**src/rtl/core_run_ctrl_pkg.sv**
```systemverilog
// Shared definitions for the core run sequencer: state encodings, default widths
// and a small state-decode helper.
package core_run_ctrl_pkg;

  localparam logic [1:0] ST_IDLE  = 2'd0;
  localparam logic [1:0] ST_RESET = 2'd1;
  localparam logic [1:0] ST_RUN   = 2'd2;
  localparam logic [1:0] ST_DONE  = 2'd3;

  localparam int DEF_IN_W       = 8;
  localparam int DEF_OUT_W      = 10;
  localparam int DEF_RST_CYCLES = 5;
  localparam int DEF_TIMEOUT    = 800;
  localparam int DEF_CNT_W      = 16;

  function automatic logic st_busy(input logic [1:0] st);
    return (st == ST_RESET) || (st == ST_RUN);
  endfunction

endpackage

```
**src/rtl/core_run_ctrl_cycle_counter.sv**
```systemverilog
// Up-counter with synchronous clear, count enable and a terminal-count compare.
// Used for the PC-reset dwell and for the RUN cycle count.
module ctrl_cycle_counter #(
  parameter int CNT_W = 16
) (
  input  logic             clk,
  input  logic             rst,
  input  logic             clr,
  input  logic             en,
  input  logic [CNT_W-1:0] tc_val,
  output logic [CNT_W-1:0] count,
  output logic             tc
);

  always_ff @(posedge clk or negedge rst) begin
    if (!rst) begin
      count <= '0;
    end else if (clr) begin
      count <= '0;
    end else if (en) begin
      count <= count + CNT_W'(1);
    end
  end

  // Compares the current value, so tc is seen during the cycle that holds tc_val.
  assign tc = (count == tc_val);

endmodule

```
**src/rtl/core_run_ctrl.sv**
```systemverilog
// Run sequencer for the pipelined core: holds the core in PC reset, releases it,
// waits for halt or timeout, captures the result and offers it via valid/ack.
module core_run_ctrl
  import core_run_ctrl_pkg::*;
#(
  parameter int IN_W       = DEF_IN_W,
  parameter int OUT_W      = DEF_OUT_W,
  parameter int RST_CYCLES = DEF_RST_CYCLES,
  parameter int TIMEOUT    = DEF_TIMEOUT,
  parameter int CNT_W      = DEF_CNT_W
) (
  input  logic             clk,
  input  logic             rst,
  input  logic             start,
  input  logic             abort,
  input  logic [IN_W-1:0]  in_data,
  input  logic             result_ack,
  input  logic             core_halt,
  input  logic [OUT_W-1:0] core_out,
  output logic             core_pc_rst,
  output logic [IN_W-1:0]  core_in,
  output logic [OUT_W-1:0] result,
  output logic             result_valid,
  output logic             timed_out,
  output logic             busy,
  output logic [CNT_W-1:0] cycle_count,
  output logic [1:0]       dbg_state,
  output logic [CNT_W-1:0] dbg_dwell
);

  // Result handshake: result_valid rises on capture and stays high with result,
  // timed_out and cycle_count frozen until a cycle with result_ack=1 or start=1;
  // that edge drops result_valid. There is no backpressure on the core side.

  logic [1:0] state;
  logic [1:0] state_nx;
  logic       accept;
  logic       capture;
  logic       dwell_tc;
  logic       run_tc;

  always_comb begin
    state_nx = state;
    accept   = 1'b0;
    capture  = 1'b0;
    case (state)
      ST_IDLE: begin
        if (start && !abort) begin
          accept   = 1'b1;
          state_nx = ST_RESET;
        end
      end
      ST_RESET: begin
        if (abort) begin
          state_nx = ST_IDLE;
        end else if (dwell_tc) begin
          state_nx = ST_RUN;
        end
      end
      ST_RUN: begin
        if (abort) begin
          state_nx = ST_IDLE;
        end else if (core_halt || run_tc) begin
          capture  = 1'b1;
          state_nx = ST_DONE;
        end
      end
      ST_DONE: begin
        // A start here doubles as the acknowledge of the pending result.
        if (start) begin
          accept   = 1'b1;
          state_nx = ST_RESET;
        end else if (result_ack) begin
          state_nx = ST_IDLE;
        end
      end
      default: state_nx = ST_IDLE;
    endcase
  end

  ctrl_cycle_counter #(.CNT_W(CNT_W)) u_dwell (
    .clk    (clk),
    .rst    (rst),
    .clr    (accept),
    .en     (state == ST_RESET),
    .tc_val (CNT_W'(RST_CYCLES - 1)),
    .count  (dbg_dwell),
    .tc     (dwell_tc)
  );

  // Abort freezes the count; the capture cycle itself is still counted.
  ctrl_cycle_counter #(.CNT_W(CNT_W)) u_run (
    .clk    (clk),
    .rst    (rst),
    .clr    (accept),
    .en     ((state == ST_RUN) && !abort),
    .tc_val (CNT_W'(TIMEOUT - 1)),
    .count  (cycle_count),
    .tc     (run_tc)
  );

  always_ff @(posedge clk or negedge rst) begin
    if (!rst) begin
      state        <= ST_IDLE;
      core_pc_rst  <= 1'b1;
      core_in      <= '0;
      result       <= '0;
      result_valid <= 1'b0;
      timed_out    <= 1'b0;
      busy         <= 1'b0;
    end else begin
      state        <= state_nx;
      core_pc_rst  <= (state_nx != ST_RUN);
      busy         <= st_busy(state_nx);
      result_valid <= (state_nx == ST_DONE);
      if (accept) begin
        core_in   <= in_data;
        timed_out <= 1'b0;
      end
      if (capture) begin
        result    <= core_out;
        timed_out <= !core_halt;
      end
    end
  end

  assign dbg_state = state;

endmodule
```
**config.mk**
```make
export PLATFORM = sky130hd
export DESIGN_NAME = core_run_ctrl
export DESIGN_NICKNAME = d
export VERILOG_FILES = /design/src/rtl/core_run_ctrl_pkg.sv /design/src/rtl/core_run_ctrl_cycle_counter.sv /design/src/rtl/core_run_ctrl.sv
export SDC_FILE = /design/constraint.sdc
export NUM_CORES = 1
export LEC_CHECK = 0
export ABC_AREA = 1
export CAP_MARGIN = 20
export CORE_MARGIN = 2
export CORE_UTILIZATION = 44
export CTS_CLUSTER_DIAMETER = 30
export CTS_CLUSTER_SIZE = 8
export DETAILED_ROUTE_END_ITERATION = 6
export PLACE_DENSITY = 0.82
export SYNTH_ARGS = -nofsm -noshare
export SYNTH_HDL_FRONTEND = slang
export SYNTH_SLANG_ARGS = --single-unit
```
**constraint.sdc**
```tcl
create_clock -name clk -period 1.7 [get_ports clk]
set_clock_uncertainty 0.1 [all_clocks]
set_input_delay 0.255 -clock clk [delete_from_list [all_inputs] [get_ports clk]]
set_output_delay 0.255 -clock clk [all_outputs]
set_load 0.1 [all_outputs]
```
* Word level (Yosys, flattened, before mapping)
Cells that the tools add are included.
Operators by class: add/sub/neg operators 2, multiply operators 0, divide/modulo/power cells 0, magnitude comparators 0, equality and inequality tests 9, shift-type cells 0, mux-type cells 20, bitwise logic cells 0, reduce and logical (&&, ||, !) cells 10
Operator list (count):
- $mux W16 | 4
- $add A16 B1 Y16 const B | 2
- $eq A16 B10 Y1 const B | 1
- $eq A16 B3 Y1 const B | 1
- $mux W2 | 7
- $eq A2 B2 Y1 const B | 4
- $pmux W2 S4 | 1
- $mux W1 | 7
- $reduce_bool A2 Y1 | 3
- $eq A2 B1 Y1 const B | 2
- $logic_and A1 B1 Y1 | 2
- $logic_not A1 Y1 | 2
- $logic_not A2 Y1 | 1
- $logic_or A1 B1 Y1 | 2
- $ne A2 B2 Y1 const B | 1
- $pmux W1 S2 | 1
Word-level totals: flip-flop bits (word level) 56, bits in latches 0, memory bits (writable) 0, memory bits (read-only) 0, word-level logic and storage cells 50, memories 0

* Depth between registers and ports, before layout
word-level depth 7, mapped depth 13

* Hierarchy
From an unflattened synthesis, not the netlist that was laid out.
Unflattened totals: cell total of the unflattened synthesis 448, area, all modules 3397.0 um^2
By module, submodules not included:
- ctrl_cycle_counter | instances 2, cells each 156, area each 1131.1 um^2, seq. area each 400.4 um^2
- core_run_ctrl | instances 1, cells each 136, area each 1134.8 um^2, seq. area each 601.8 um^2

* Worst setup path after synthesis
OpenSTA, ideal clock, no wires.
path type reg-to-reg, start reg state[1] (netlist: dbg_state[1]), end reg busy, arrival time 2330 ps, path slack -843 ps, cell stages (with the launch flop) 12, path buffers 1, clock period less this slack 2543 ps, path through dfrtp_1 inv_1 ha_1 buf_4 nand2_1 nand3_1 o21ai_0 nand2_1 nor2_1 nor2_1 ha_1 inv_1
On the way: word-level cells in the longest chain between the ends 5, elaborated cells between the ends (all ways) 15
RTL lines:
- from (decl) | RTL line core_run_ctrl.sv:35 | logic [1:0] state;
- from (signal assigned) | RTL line core_run_ctrl.sv:112 | state <= state_nx;
- $mux W2, on equally long branches | RTL line core_run_ctrl.sv:73, core_run_ctrl.sv:56, core_run_ctrl.sv:63
- $mux W2, on equally long branches | RTL line core_run_ctrl.sv:70, core_run_ctrl.sv:54, core_run_ctrl.sv:61
- $pmux W2 S4 * | RTL line core_run_ctrl.sv:46 | case (state)
- $eq A2 B1 Y1 or $eq A2 B2 Y1 (tied branches) | RTL line core_run_ctrl_pkg.sv:17 | return (st == ST_RESET) || (st == ST_RUN);
- $logic_or A1 B1 Y1 * | RTL line core_run_ctrl_pkg.sv:17
- to (signal assigned) | RTL line core_run_ctrl.sv:114 | busy <= st_busy(state_nx);
- to (decl) | RTL line core_run_ctrl.sv:25 | output logic busy,
Mark *: on every way between the ends. The rest lies on a longest branch, timed or not. A chain may end at the register's enable or synchronous reset.

* Final worst setup path
start reg state[0] (netlist: dbg_state[0]), end reg busy
On the way: word-level cells in the longest chain between the ends 5, elaborated cells between the ends (all ways) 15
RTL lines:
- $mux W2, on equally long branches | RTL line core_run_ctrl.sv:73, core_run_ctrl.sv:56, core_run_ctrl.sv:63
- $mux W2, on equally long branches | RTL line core_run_ctrl.sv:70, core_run_ctrl.sv:54, core_run_ctrl.sv:61
- $pmux W2 S4 * | RTL line core_run_ctrl.sv:46
- via state_nx[0] | RTL line core_run_ctrl.sv:36 | logic [1:0] state_nx;
- $eq A2 B1 Y1 or $eq A2 B2 Y1 (tied branches) | RTL line core_run_ctrl_pkg.sv:17
- $logic_or A1 B1 Y1 * | RTL line core_run_ctrl_pkg.sv:17
The timed path passes the listed nets; every way through them passes the cells marked *.

==> run_results.csv <==
group,metric,value,unit
outcome,outcome,"finished with violations",
outcome,violations,"negative setup slack",
finish,utilization,85.1,%
cts,numCtsBuffers,5,
global_route,grt_pass1_wl,14.0,mm
synthesis,synth_cells,387,
power_and_ir_drop,seqPwrFrac,27.8,%
die,die_y,85.6,um
power_and_ir_drop,power_frac_comb,58.9,%
synthesis,synth_area,2930,sq um
timing,period_share,116,%
critical_path,critPathRequiredTime,1.82,ns
synthesis,synthTopCellsByArea,"dfrtp_1 47%, nand2_1 15%, nor2_1 7.3%",
power_and_ir_drop,p_sw,0.00302,W
cts,clk_path_buf_depth,2,
critical_path,slowest_delay,0.52,ns
flow_run,drv_cap,0,
die,fp.dieW,85.6,um
timing,rsz0062_at_grt,"true",
synthesis,synth_common_cells,"119 x nand2_1, 57 x nor2_1, 55 x dfrtp_1",
synthesis,synth_top_cell_area_share,46.9,%
cts,worstSkewPairLatency,0.33,ns
placement,port_buffers,79,
die,design.die.area,7330,sq um
cts,cts-root-buf,"clkbuf_8",
placement,place_congestion,0.925,
global_route,grt_usage,23.8,%
power_and_ir_drop,p_int,0.00327,W
global_route,grt-busiest-layer,"met2",
die,core_region_area,6390,sq um
drt,avgRoutedWirePerCell,19.4,um
timing,report.final.slew_viol_count,0,
timing,slew_headroom,73.4,%
timing,setup_slack,-0.276,ns
synthesis,ys_seq_area_share,47.8,%
power_and_ir_drop,p_total,0.00629,W
cts,cts.htree.levels,2,
power_and_ir_drop,p_leak,2.58,nW
drt,drc,0,
timing,clock.fmax,506,MHz
critical_path,path_cells,"inv_4 > ha_4 > inv_2 > nor2_4 > nand2_2 > nor2_2 > nand3_2 > nand3_2 > nand2_1 > nand2_2 > inv_2 > ha_4 > inv_2",
critical_path,crit_buf_inv,4,
placement,dp.cells,590,
critical_path,path_max_fanout,4,
timing,hold_slack,0.361,ns
synthesis,synth.avg_cell_area,7.58,sq um
critical_path,path_delay_family,"simple AND/OR/NAND/NOR gates",
die,start_util,45.9,%
power_and_ir_drop,switching_share,48.0,%
drt,drt_iter0_drc,356,
placement,dp_hpwl,5.97,mm
finish,stdcell_count,614,
global_route,met2_usage,41.6,%
power_and_ir_drop,power_density,1160,nW/um^2
synthesis,ys.flop_type,"dfrtp_1",
critical_path,cp-end-kind,"flip-flop",
finish,nNetsFinal,570,
power_and_ir_drop,power.share.clock,13.3,%
critical_path,cpMostUsedCell,"inv_2",
finish,areaGrowthSynthToFinish,85.3,%
finish,layout-drive-gt1-share,43.4,%
timing,setup_viol,51,
critical_path,cp-start-kind,"flip-flop",
finish,diodes,0,
critical_path,r2r-start,"dbg_state[0]",
synthesis,yosys.area.top_type,"dfrtp_1",
cts,clock_sinks,56,
power_and_ir_drop,vdd_ir_drop_max,1400,uV
timing,tightestPinTransition,0.399,ns
critical_path,cp-startpoint,"dbg_state[0]",
drt,drtAntennaViolNets,0,
global_route,grt_pass1_vias,3096,
drt,drt_first_pass_iters,5,
critical_path,crit_path_top_delay_cell,"dfrtp_4",
global_route,grt_max_degree,57,
die,rows,29,
drt,wl,11.9,mm
timing,fin_tns_setup,-4.58,ns
cts,clk_pin_slew,0.11,ns
critical_path,worst_ep_arrival_time,2.10,ns
global_route,gr-usage-met1,29.2,%
global_route,antenna_found_initial,0,
global_route,grt_overflow,0,
synthesis,yosys_warnings,0,
drt,vias,3594,
min_path,min_from,"in_data[7]",
die,ios,80,
min_path,hold_path_class,"in2reg",
cts,cts_tree,"done",
timing,hold_viol,0,
synthesis,synthDistinctLibCells,27,
timing,period_needed,1.98,ns
synthesis,synth_edf_count,0,
drt,vias_per_cell,5.85,
critical_path,path_class,"reg2reg",
synthesis,synth-async-reset-ratio,100,%
synthesis,synth_fp_nets,421,
global_route,use_met3,5.00,%
synthesis,yosysMostFrequentCell,"nand2_1",
synthesis,ys_ff_latch,56,
==> path summary, 6_finish.rpt <==
check / cells past startpoint / slack, ns / endpoint
hold reg to reg: 2 / 0.45 / core_in[2]
hold / removal: 3 / 0.36 / core_in[7]
setup reg to reg: 13 / -0.28 / busy
setup / recovery: 13 / -0.28 / busy
max in group asynchronous: 3 / 0.83 / core_pc_rst
min in group asynchronous: 3 / 0.38 / core_in[7]
==> stage by stage <==
stage / setup WS (ns) / instance area (sq um)
detailed placement: -0.286 / 4840
global placement: -0.226 / 4840
global route: -0.385 / 5430
floorplan: -0.399 / 3020
finish: -0.276 / 5430
CTS: -0.174 / 5130
==> final cells by class <==
cell class | count | area (sq um)
Clock buffer | 8 | 100
Sequential cell | 56 | 1450
Inverter | 44 | 185
Fill cell | 300 | 953
Tap cell | 77 | 96.3
Timing Repair Buffer | 149 | 1960
Multi-Input combinational cell | 280 | 1640
==> registers in the layout (all words and copies together) (netlist names) <==
signal         cells
u_dwell.count     16
core_in            8
dbg_state          2
busy               1
core_pc_rst        1
u_run.count       16
result            10
result_valid       1
timed_out          1
==> placed cells by master (no fill, tap or decap), types with 2 or more instances in the layout <==
cell	netlist	layout
dfrtp_2	0	25
clkbuf_16	0	2
inv_4	0	3
nand2_1	119	106
clkdlybuf4s50_1	0	22
ha_1	10	5
nand2_2	3	12
dfrtp_4	0	4
a21oi_1	17	15
nor3_2	0	3
buf_6	0	6
nand2_4	0	4
buf_12	0	58
nor2_4	2	9
o21ai_4	0	2
nor3_1	9	5
clkbuf_8	0	7
nand3_1	30	24
nor2_1	57	48
inv_1	42	34
o21bai_1	2	2
a21oi_2	0	2
o21ai_2	0	4
nand4_1	4	4
o21ai_1	1	4
dfrtp_1	55	26
buf_4	4	57
buf_2	3	2
nor3b_2	0	4
ha_4	0	5
o21ai_0	11	2
inv_2	2	6
nor2_2	3	5
xor2_1	2	2
nand3_2	1	6
==> kinds of logic (layout without fill, tap and decap cells) <==
family	after synthesis	in the layout	synth area share [%]
adders and majority gates	10	10	4.27
and+or+nand+nor	233	234	33.7
xor gates and xnor gates	2	2	0.598
AOI/OAI and AO/OA	34	34	6.27
DFF	56	56	47.8
buffers and inverters	52	201	7.30
==> worst reg2reg max path: stages, from the launching register on <==
cell,delay [ns]
dfrtp_4,0.52
inv_4,0.09
ha_4,0.13
inv_2,0.04
nor2_4,0.09
nand2_2,0.06
nor2_2,0.16
nand3_2,0.14
nand3_2,0.09
nand2_1,0.07
nand2_2,0.08
inv_2,0.05
ha_4,0.25
inv_2,0.03
==> power by group through the flow <==
stage	combinational [W]	sequential (W)	clock [W]
4_1_cts	0.00333	0.00173	0.000811
5_1_grt	0.00381	0.00176	0.000863
6_report	0.00370	0.00175	0.000838
2_1_floorplan	0.000540	0.00305	0
3_5_place_dp	0.00321	0.00175	0
3_3_place_gp	0.00316	0.00174	0
==> routing by layer <==
layer	share of wire, %	vias to the layer above
met1	35	1742
met5	0	-
met3	8.3	77
met2	51	257
li1	-	1518
met4	5.9	0
==> timing repair <==
action | in CTS | in global routing
buffers inserted | 8 | 4
setup endpoints to repair | 47 | 56
gates cloned | 1 | 3
hold buffers | 1 | 0
gates resized for setup | 32 | 57
pin swaps | 17 | 10
hold endpoints to repair | 55 | 0
(Power assumes the default switching activity.)
